<file path="config.mk">
export PLATFORM = sky130hd
export DESIGN_NAME = fq_flow_bank
export DESIGN_NICKNAME = d
export VERILOG_FILES = /design/src/rtl/fq_pkg.sv /design/src/rtl/fq_flow_fifo.sv /design/src/rtl/fq_flow_bank.sv
export SDC_FILE = /design/constraint.sdc
export NUM_CORES = 2
export LEC_CHECK = 0
export ABC_AREA = 1
export CAP_MARGIN = 20
export CELL_PAD_IN_SITES_DETAIL_PLACEMENT = 0
export CELL_PAD_IN_SITES_GLOBAL_PLACEMENT = 1
export CORE_UTILIZATION = 46
export DETAILED_ROUTE_END_ITERATION = 8
export PLACE_DENSITY_LB_ADDON = 0.2
export SLEW_MARGIN = 10
export SYNTH_ARGS = -nofsm -noshare
export SYNTH_HDL_FRONTEND = slang
export SYNTH_HIERARCHICAL = 1
export SYNTH_SLANG_ARGS = --single-unit
</file>
<file path="constraint.sdc">
create_clock -name clk -period 4.26 [get_ports clk]
set_input_delay 0.639 -clock clk [delete_from_list [all_inputs] [get_ports clk]]
set_output_delay 0.639 -clock clk [all_outputs]
set_load 0.05 [all_outputs]
</file>
<file path="src/rtl/fq_pkg.sv">
// Shared types and constants for the fair-queue flow bank.
package fq_pkg;

    localparam int unsigned DEF_FLOW_LOG2 = 3;
    localparam int unsigned DEF_LEN_W     = 16;
    localparam int unsigned NUM_FLOWS     = 2 ** DEF_FLOW_LOG2;
    localparam int unsigned COUNT_W       = 32;
    localparam logic [COUNT_W-1:0] NORM_STEP = 32'h4000_0000;

    typedef logic [DEF_FLOW_LOG2-1:0] flow_id_t;
    typedef logic [DEF_LEN_W-1:0]     len_t;
    typedef logic [COUNT_W-1:0]       count_t;

    typedef enum logic [1:0] {S_IDLE, S_HOLD, S_NORM} state_t;

    // Subtract one normalisation step, clamping at zero.
    function automatic count_t norm_sub(input count_t v);
        return (v >= NORM_STEP) ? (v - NORM_STEP) : '0;
    endfunction

endpackage

</file>
<file path="src/rtl/fq_flow_fifo.sv">
// Per-flow descriptor FIFO; head is visible on dout while non-empty.
module fq_flow_fifo #(
    parameter int unsigned DEPTH_LOG2 = 2,
    parameter int unsigned WIDTH      = 16
) (
    input  logic                  clk,
    input  logic                  rst,
    input  logic                  push,
    input  logic                  pop,
    input  logic [WIDTH-1:0]      din,
    output logic [WIDTH-1:0]      dout,
    output logic                  empty,
    output logic                  full,
    output logic [DEPTH_LOG2:0]   occupancy
);

    localparam int unsigned Depth = 2 ** DEPTH_LOG2;

    logic [WIDTH-1:0]      mem_q [Depth];
    logic [DEPTH_LOG2-1:0] wr_ptr_q, rd_ptr_q;
    logic [DEPTH_LOG2:0]   occ_q;
    logic                  do_push, do_pop;

    assign empty     = (occ_q == '0);
    assign full      = (occ_q == (DEPTH_LOG2 + 1)'(Depth));
    assign occupancy = occ_q;
    assign dout      = mem_q[rd_ptr_q];
    assign do_push   = push && !full;
    assign do_pop    = pop && !empty;

    always_ff @(posedge clk) begin
        if (do_push) begin
            mem_q[wr_ptr_q] <= din;
        end
    end

    always_ff @(posedge clk) begin
        if (rst) begin
            wr_ptr_q <= '0;
            rd_ptr_q <= '0;
            occ_q    <= '0;
        end else begin
            if (do_push) wr_ptr_q <= wr_ptr_q + 1'b1;
            if (do_pop)  rd_ptr_q <= rd_ptr_q + 1'b1;
            case ({do_push, do_pop})
                2'b10:   occ_q <= occ_q + 1'b1;
                2'b01:   occ_q <= occ_q - 1'b1;
                default: occ_q <= occ_q;
            endcase
        end
    end

endmodule

</file>
<file path="src/rtl/fq_flow_bank.sv">
// Per-flow descriptor store with service accounting; serves the scheduler's pick
// into a single output slot and charges the popped length to that flow.
module fq_flow_bank
    import fq_pkg::*;
#(
    parameter int unsigned NUM_IN_LOG2 = DEF_FLOW_LOG2,
    parameter int unsigned DEPTH_LOG2  = 2,
    parameter int unsigned LEN_W       = DEF_LEN_W
) (
    input  logic                                  clk,
    input  logic                                  rst,
    input  logic                                  enq_valid,
    output logic                                  enq_ready,
    input  logic [NUM_IN_LOG2-1:0]                enq_flow,
    input  logic [LEN_W-1:0]                      enq_len,
    output logic [2**NUM_IN_LOG2-1:0][COUNT_W-1:0] count,
    output logic [2**NUM_IN_LOG2-1:0]             valid_q,
    input  logic [NUM_IN_LOG2-1:0]                pick,
    input  logic                                  pick_valid,
    output logic                                  deq_valid,
    input  logic                                  deq_ready,
    output logic [NUM_IN_LOG2-1:0]                deq_flow,
    output logic [LEN_W-1:0]                      deq_len
);

    localparam int unsigned Nf   = 2 ** NUM_IN_LOG2;
    localparam int unsigned OccW = DEPTH_LOG2 + 1;

    logic [Nf-1:0]                push, pop, empty, full, valid_d;
    logic [Nf-1:0][LEN_W-1:0]     head;
    logic [Nf-1:0][OccW-1:0]      occ;
    logic [Nf-1:0][COUNT_W-1:0]   count_q, count_d;
    logic [COUNT_W-1:0]           vtime_q, vtime_d;
    state_t                       state_q, state_d;
    logic                         deq_valid_q, deq_valid_d;
    logic [NUM_IN_LOG2-1:0]       deq_flow_q, deq_flow_d;
    logic [LEN_W-1:0]             deq_len_q, deq_len_d;
    logic                         slot_free, serve, any_msb;

    assign enq_ready = !full[enq_flow];
    assign slot_free = !deq_valid_q || deq_ready;
    assign serve     = (state_q == S_IDLE) && pick_valid && slot_free && valid_q[pick];
    assign count     = count_q;
    assign deq_valid = deq_valid_q;
    assign deq_flow  = deq_flow_q;
    assign deq_len   = deq_len_q;

    for (genvar f = 0; f < Nf; f++) begin : g_flow
        assign push[f] = enq_valid && enq_ready && (enq_flow == NUM_IN_LOG2'(f));
        assign pop[f]  = serve && (pick == NUM_IN_LOG2'(f));

        fq_flow_fifo #(
            .DEPTH_LOG2 (DEPTH_LOG2),
            .WIDTH      (LEN_W)
        ) u_fifo (
            .clk       (clk),
            .rst       (rst),
            .push      (push[f]),
            .pop       (pop[f]),
            .din       (enq_len),
            .dout      (head[f]),
            .empty     (empty[f]),
            .full      (full[f]),
            .occupancy (occ[f])
        );
    end

    always_comb begin
        count_d = count_q;
        valid_d = '0;
        any_msb = 1'b0;
        for (int f = 0; f < Nf; f++) begin
            valid_d[f] = push[f] || (occ[f] > OccW'(pop[f]));
            any_msb    = any_msb | count_q[f][COUNT_W-1];
            if (pop[f]) begin
                count_d[f] = count_q[f] + COUNT_W'(head[f]);
            end else if (push[f] && empty[f]) begin
                // A newly active flow starts no lower than virtual time: no banked credit.
                count_d[f] = (count_q[f] > vtime_q) ? count_q[f] : vtime_q;
            end
            if (state_q == S_NORM) count_d[f] = norm_sub(count_d[f]);
        end
    end

    always_comb begin
        state_d     = state_q;
        vtime_d     = vtime_q;
        deq_valid_d = deq_valid_q;
        deq_flow_d  = deq_flow_q;
        deq_len_d   = deq_len_q;
        if (serve) begin
            deq_valid_d = 1'b1;
            deq_flow_d  = pick;
            deq_len_d   = head[pick];
        end else if (deq_ready) begin
            deq_valid_d = 1'b0;
        end
        unique case (state_q)
            S_IDLE: begin
                if (serve) begin
                    state_d = S_HOLD;
                    vtime_d = count_q[pick];
                end
            end
            // Absorbs the scheduler's registered pick so it is never served twice.
            S_HOLD:  state_d = any_msb ? S_NORM : S_IDLE;
            S_NORM: begin
                state_d = S_IDLE;
                vtime_d = norm_sub(vtime_q);
            end
            default: state_d = S_IDLE;
        endcase
    end

    always_ff @(posedge clk) begin
        if (rst) begin
            state_q     <= S_IDLE;
            count_q     <= '0;
            valid_q     <= '0;
            vtime_q     <= '0;
            deq_valid_q <= 1'b0;
            deq_flow_q  <= '0;
            deq_len_q   <= '0;
        end else begin
            state_q     <= state_d;
            count_q     <= count_d;
            valid_q     <= valid_d;
            vtime_q     <= vtime_d;
            deq_valid_q <= deq_valid_d;
            deq_flow_q  <= deq_flow_d;
            deq_len_q   <= deq_len_d;
        end
    end

endmodule

</file>
Word-level counts from Yosys, hierarchy flattened
Memory sizes are Yosys's and may differ from the RTL's. A register that Yosys moved wholly into a read port is not among the register bits.
Cells that the tools add are included.
{"block": "op_classes", "n_addsub": 49, "magnitude_cmp": 27, "eq_ne": 41, "muxes": 96, "n_bitwise": 7, "reduce_logical": 93}
{"op": "$mux W32", "count": 43}
{"op": "$ge A32 B31 Y1 const B", "count": 9}
{"op": "$sub A32 B31 Y32 const B", "count": 9}
{"op": "$add A32 B16 Y32", "count": 8}
{"op": "$gt A32 B32 Y1", "count": 8}
{"op": "$bmux W32 S3", "count": 1}
{"op": "$pmux W32 S2", "count": 1}
{"op": "$bmux W16 S3", "count": 1}
{"op": "$eq A3 B3 Y1 const B", "count": 16}
{"op": "$pmux W3 S2", "count": 8}
{"op": "$logic_and A1 B1 Y1", "count": 44}
{"op": "$mux W2", "count": 18}
{"op": "$add A2 B1 Y2 const B", "count": 16}
{"op": "$logic_not A3 Y1", "count": 10}
{"op": "$add A3 B1 Y3 const B", "count": 8}
{"op": "$gt A3 B1 Y1", "count": 8}
{"op": "$sub A3 B1 Y3 const B", "count": 8}
{"op": "$mux W1", "count": 20}
{"op": "$reduce_bool A2 Y1", "count": 10}
{"op": "$eq A2 B1 Y1 const B", "count": 9}
{"op": "$eq A2 B2 Y1 const B", "count": 9}
{"op": "$logic_not A1 Y1", "count": 18}
{"op": "$mux W16", "count": 1}
{"op": "$eq A3 B2 Y1 const B", "count": 4}
{"op": "other kinds (9)", "count": 26}
{"block": "totals", "register_bits": 374, "ramBits": 512, "input_bits": 27, "out_inout_bits": 285, "word_cells": 359, "mem_count": 8}
{"name": "g_flow[0].u_fifo.mem_q", "words": 4, "word_bits": 16, "read_ports": 1, "rd_ports_with_merged_regs": 1, "wr": 1, "line": "fq_flow_fifo.sv:19", "rtl": "logic [WIDTH-1:0] mem_q [Depth];"}
{"name": "g_flow[1].u_fifo.mem_q", "words": 4, "word_bits": 16, "read_ports": 1, "rd_ports_with_merged_regs": 1, "wr": 1, "line": "fq_flow_fifo.sv:19"}
{"name": "g_flow[2].u_fifo.mem_q", "words": 4, "word_bits": 16, "read_ports": 1, "rd_ports_with_merged_regs": 1, "wr": 1, "line": "fq_flow_fifo.sv:19"}
{"name": "g_flow[3].u_fifo.mem_q", "words": 4, "word_bits": 16, "read_ports": 1, "rd_ports_with_merged_regs": 1, "wr": 1, "line": "fq_flow_fifo.sv:19"}
{"name": "g_flow[4].u_fifo.mem_q", "words": 4, "word_bits": 16, "read_ports": 1, "rd_ports_with_merged_regs": 1, "wr": 1, "line": "fq_flow_fifo.sv:19"}
{"name": "g_flow[5].u_fifo.mem_q", "words": 4, "word_bits": 16, "read_ports": 1, "rd_ports_with_merged_regs": 1, "wr": 1, "line": "fq_flow_fifo.sv:19"}
{"name": "2 more memories"}

Depth between registers and ports, before layout
{"block": "logic_depth", "ltp_word": 12, "ltp_mapped": 31}

Hierarchy
Netlist, hierarchy kept.
{"mod": "fq_flow_bank", "n_inst": 1, "cells_each": 6113, "area_per_inst_um2": 36143.4, "seq_area_each_um2": 6366.1}
{"mod": "fq_flow_fifo", "n_inst": 8, "cells_each": 224, "area_per_inst_um2": 2849.0, "seq_area_each_um2": 2102.0}

Least setup slack after synthesis
Ideal clock, no wire load.
{"block": "synth_timing", "path_type": "register to register", "startpoint": "reg with a tool-made name", "endpoint": "reg count_q (netlist bit count[100])", "setup_ns": 0.127, "arrival_time_ns": 3.422, "slack_ns": 0.711, "path_stages_with_launch": 26, "path_buffers": 2, "period_less_slack_ns": 3.549, "path_cell_list": "dfxtp_1 inv_2 buf_2 o21ai_1 o22ai_1 ha_1 inv_1 fa_1 inv_1 nand4_1 nand3_1 and2_1 nand3_1 xor2_1 o21ai_0 inv_1 ha_1 nand3_1 nor2_1 nand2_1 nor2_1 nand2_1 nand3_1 nand2_1 clkbuf_1 nor2_1"}
{"element": "to (signal assigned)", "line": "fq_flow_bank.sv:126", "rtl": "count_q <= count_d;"}
{"element": "to (decl)", "line": "fq_flow_bank.sv:32", "rtl": "logic [Nf-1:0][COUNT_W-1:0] count_q, count_d;"}

Worst setup path after layout
{"block": "layout_timing", "startpoint": "reg vtime_q[19]", "endpoint": "reg count_q (netlist bit count[77])"}
{"block": "layout_between", "elab_chain_len": 7, "elab_cells_between_ends": 8, "cone_classes": "1 x add/sub; 2 x order compare; 5 x mux"}
{"element": "from (decl)", "line": "fq_flow_bank.sv:33", "rtl": "logic [COUNT_W-1:0] vtime_q, vtime_d;"}
{"element": "from (signal assigned)", "line": "fq_flow_bank.sv:128", "rtl": "vtime_q <= vtime_d;"}
{"element": "$gt A32 B32 Y1", "line": "fq_flow_bank.sv:79", "rtl": "count_d[f] = (count_q[f] > vtime_q) ? count_q[f] : vtime_q;"}
{"element": "$mux W32 (*)", "line": "fq_flow_bank.sv:79"}
{"element": "$mux W32 (*)", "line": "fq_flow_bank.sv:77", "rtl": "end else if (push[f] && empty[f]) begin"}
{"element": "$mux W32 (*)", "line": "fq_flow_bank.sv:75", "rtl": "if (pop[f]) begin"}
{"element": "$sub A32 B31 Y32 or $ge A32 B31 Y1 (tied branches)", "line": "fq_pkg.sv:18", "rtl": "return (v >= NORM_STEP) ? (v - NORM_STEP) : '0;"}
{"element": "$mux W32", "line": "fq_pkg.sv:18"}
{"element": "$mux W32 (*)", "line": "fq_flow_bank.sv:81", "rtl": "if (state_q == S_NORM) count_d[f] = norm_sub(count_d[f]);"}
Mark *: on every way between the ends. The rest lies on a longest branch, timed or not.
A chain may end at the register's enable or synchronous reset.

==> impl_metrics.yaml <==
drt:
  drc: 0
  drt_pass1_iterations: 8
  drt_iter0_drc: 9263
  antenna_left: 0
  routed-via-count: 64334
  routed_wl_um: 286900
  viasPerCell: 5.923
  wl_per_cell_um: 26.42
final_layout:
  nets: 9601
  drive_gt1_share_pct: 16.99
  design_area_sq_um: 75930
  syn_to_final_growth_pct: 28.84
setup_path:
  critPathKind: "flop to flop"
  timing.rr.start: "vtime_q[19]"
  crit_path_end_kind: "flop"
  reg2regPathDepth: 24
  cp.required_ns: 4.91
  cp-start-kind: "flop"
  r2r_setup_slack_ns: 0.08
  crit_arrival_ns: 4.84
  critPathMaxFanout: 30
  r2r_end: "count[77]"
min_path:
  min_path_type: "primary input to flop"
  holdPathEnd: "g_flow[6].u_fifo/wr_ptr_q[0]"
  whs_path_depth: 2
  min-delay-start: "rst"
synthesis:
  ys_seq_area_share_pct: 39.34
  synth-async-reset-ratio_pct: 0
  avgSynthCellArea_sq_um: 7.455
  syn_inst: 7905
  syn_area_sq_um: 58940
  yosys_warnings: 6
  ys_ff_latch: 902
  syn-num-nets: 8398
  ys.flop_type: "edfxtp_1"
  ys_types: 56
  synth_edf_count: 512
run:
  cap_violations: 0
global_routing:
  grt_pass1_wl_um: 402200
  grt_pass1_vias: 58009
  antenna_found_initial: 25
  overflow: 0
  grt_max_degree: 73
  track_usage_pct: 42.83
sta:
  fin_skew_ns: 0.04517
  hold_violations: 0
  max_freq_ghz: 0.2390
  holdWs_ns: 0.1500
  fin_crit_sh_pct: 98.24
  finalSetupViolations: 0
  slew_headroom_pct: 27.10
  tns_ns: 0
  worstMarginPinSlew_ns: 1.079
  min_period_ns: 4.185
  report.final.slew_viol_count: 0
placed_design:
  io_buffers: 311
  hpwl_um: 217500
  gp_congestion: 1.115
  post_dp_cell_area_sq_um: 71470
floorplan:
  die-area_sq_um: 129600
  num_rows: 130
  pin_count: 312
  die_h_um: 359.9
  die_width_um: 359.9
  coreArea_sq_um: 126400
  initial_utilization_pct: 46.63
status:
  status: "complete, no violations"
clocking:
  cts.htree.levels: 3
  cts.sinks: 902
  cts_buffers: 100
  cts_tree: "built"
  path_clk_slew_ns: 0.06
  postCtsHoldBufs: 0
  clockBufferDepth: 3
  clock_latency_ns: 0.75
  cts_root_buffer: "clkbuf_16"
power_and_ir_drop:
  peakVddDrop_v: 0.0003898
  total_power_w: 0.02391
  p_per_area_nw_per_um2: 314.9
  leakagePower_nw: 33.00
## power breakdown
group          switching, W  internal [W]
registers          0.000203       0.00933
clock network       0.00401       0.00551
logic               0.00330       0.00155
## logic make-up (layout without fill, tap and decap cells)
| group | after synthesis | after routing | share of synthesized area [%] |
|---|---|---|---|
| other cells | 0 | 19 | 0 |
| buf+inv | 1040 | 2327 | 7.089 |
| fa+ha+maj | 466 | 466 | 10.10 |
| compound gates | 1340 | 1340 | 12.98 |
| flops | 902 | 902 | 39.34 |
| simple gates | 4065 | 4065 | 29.13 |
| xor+xnor | 92 | 92 | 1.367 |
## cell usage in the layout (no fill, tap or decap), types with 24 or more instances in the layout
| cell | count |
|---|---|
| or2_2 | 41 |
| buf_12 | 52 |
| nand4_1 | 89 |
| xnor2_1 | 41 |
| a31oi_1 | 46 |
| nor2_2 | 75 |
| nand2_1 | 1835 |
| a22oi_1 | 58 |
| inv_2 | 24 |
| nor3_1 | 89 |
| buf_4 | 1032 |
| o211ai_1 | 29 |
| nor2_1 | 1057 |
| ha_1 | 438 |
| a21o_1 | 25 |
| clkbuf_16 | 106 |
| clkdlybuf4s50_1 | 309 |
| a21oi_1 | 428 |
| nand3_1 | 744 |
| nand2_2 | 33 |
| dfxtp_1 | 379 |
| edfxtp_1 | 512 |
| o21ai_0 | 198 |
| o21ai_1 | 243 |
| a41oi_1 | 30 |
| o22ai_1 | 161 |
| inv_1 | 695 |
| xor2_1 | 50 |
## cell type report
| cell class | instances | area [sq um] |
|---|---|---|
| inverter | 733 | 2779 |
| multi-input combinational | 5963 | 32140 |
| antenna | 19 | 47.55 |
| fill | 11646 | 50450 |
| timing repair buffer | 1408 | 12120 |
| clock buffer | 134 | 2841 |
| clock inverter | 52 | 749.5 |
| sequential | 902 | 23200 |
| tap | 1650 | 2064 |
## worst max-delay path by stage
stage | startpoint | end
after floorplan | flop | count[100]
after global placement | enq_flow[0] | count[96]
after detailed placement | enq_flow[0] | count[85]
after CTS | flop | count[154]
after global routing | flop | count[132]
final | vtime_q[19] | count[77]
## state kept, by name (all words and copies together) (netlist names), named ones only
name	count
count	256
deq_flow	3
deq_len	16
deq_valid	1
g_flow.u_fifo/mem_q	512
g_flow.u_fifo/occupancy	24
g_flow.u_fifo/rd_ptr_q	16
g_flow.u_fifo/wr_ptr_q	16
state_q	2
valid_q	8
vtime_q	32
## per-layer routing
layer | track usage [%] | share of wire, %
met3 | 11.32 | 13
met4 | 23.58 | 6.2
met5 | 0 | 0.030
met2 | 60.45 | 40
met1 | 59.15 | 40
## critical path, stage by stage (launching register included)
cell	delay, ns
dfxtp_1	0.31
inv_1	0.38
ha_1	0.35
a21o_1	0.20
o21ai_0	0.23
nand2_1	0.10
a21oi_1	0.15
buf_4	0.19
nand2_1	0.07
nand2_1	0.18
nand2_2	0.19
buf_4	0.21
nand2_1	0.06
nand3_1	0.06
nand2_1	0.27
nand2_1	0.08
nor2_1	0.09
nand2_1	0.07
nor2_1	0.10
buf_4	0.15
nand2_1	0.10
nand3_1	0.11
nand2_1	0.10
buf_12	0.21
nor2_1	0.11
## cells in the mapped netlist, drive strengths merged, types with 143 or more instances
cell type,n,share of area [%]
inv,728,4.6
ha,450,9.6
dfxtp,390,13
clkbuf,143,0.91
o21ai,446,3.8
buf,164,1.5
a21oi,437,3.7
o22ai,180,1.9
nand3,763,6.5
nor2,1144,7.7
edfxtp,512,26
nand2,1871,12
## stage by stage
stage                     instances  utilization (%)  setup WS [ns]
after floorplan                7905                -         0.7112
after global placement        10642            56.55        0.03384
after detailed placement      10642            56.55        0.04359
after CTS                     10828            59.39        0.07202
after global routing          10842            60.04       -0.03500
final                         10861            60.08        0.07509
## what timing repair did
action | in CTS | in global routing
resized for setup | 0 | 173
endpoints found under the setup margin | 0 | 252
setup buffers | 0 | 8
(Power assumes the default switching activity.)
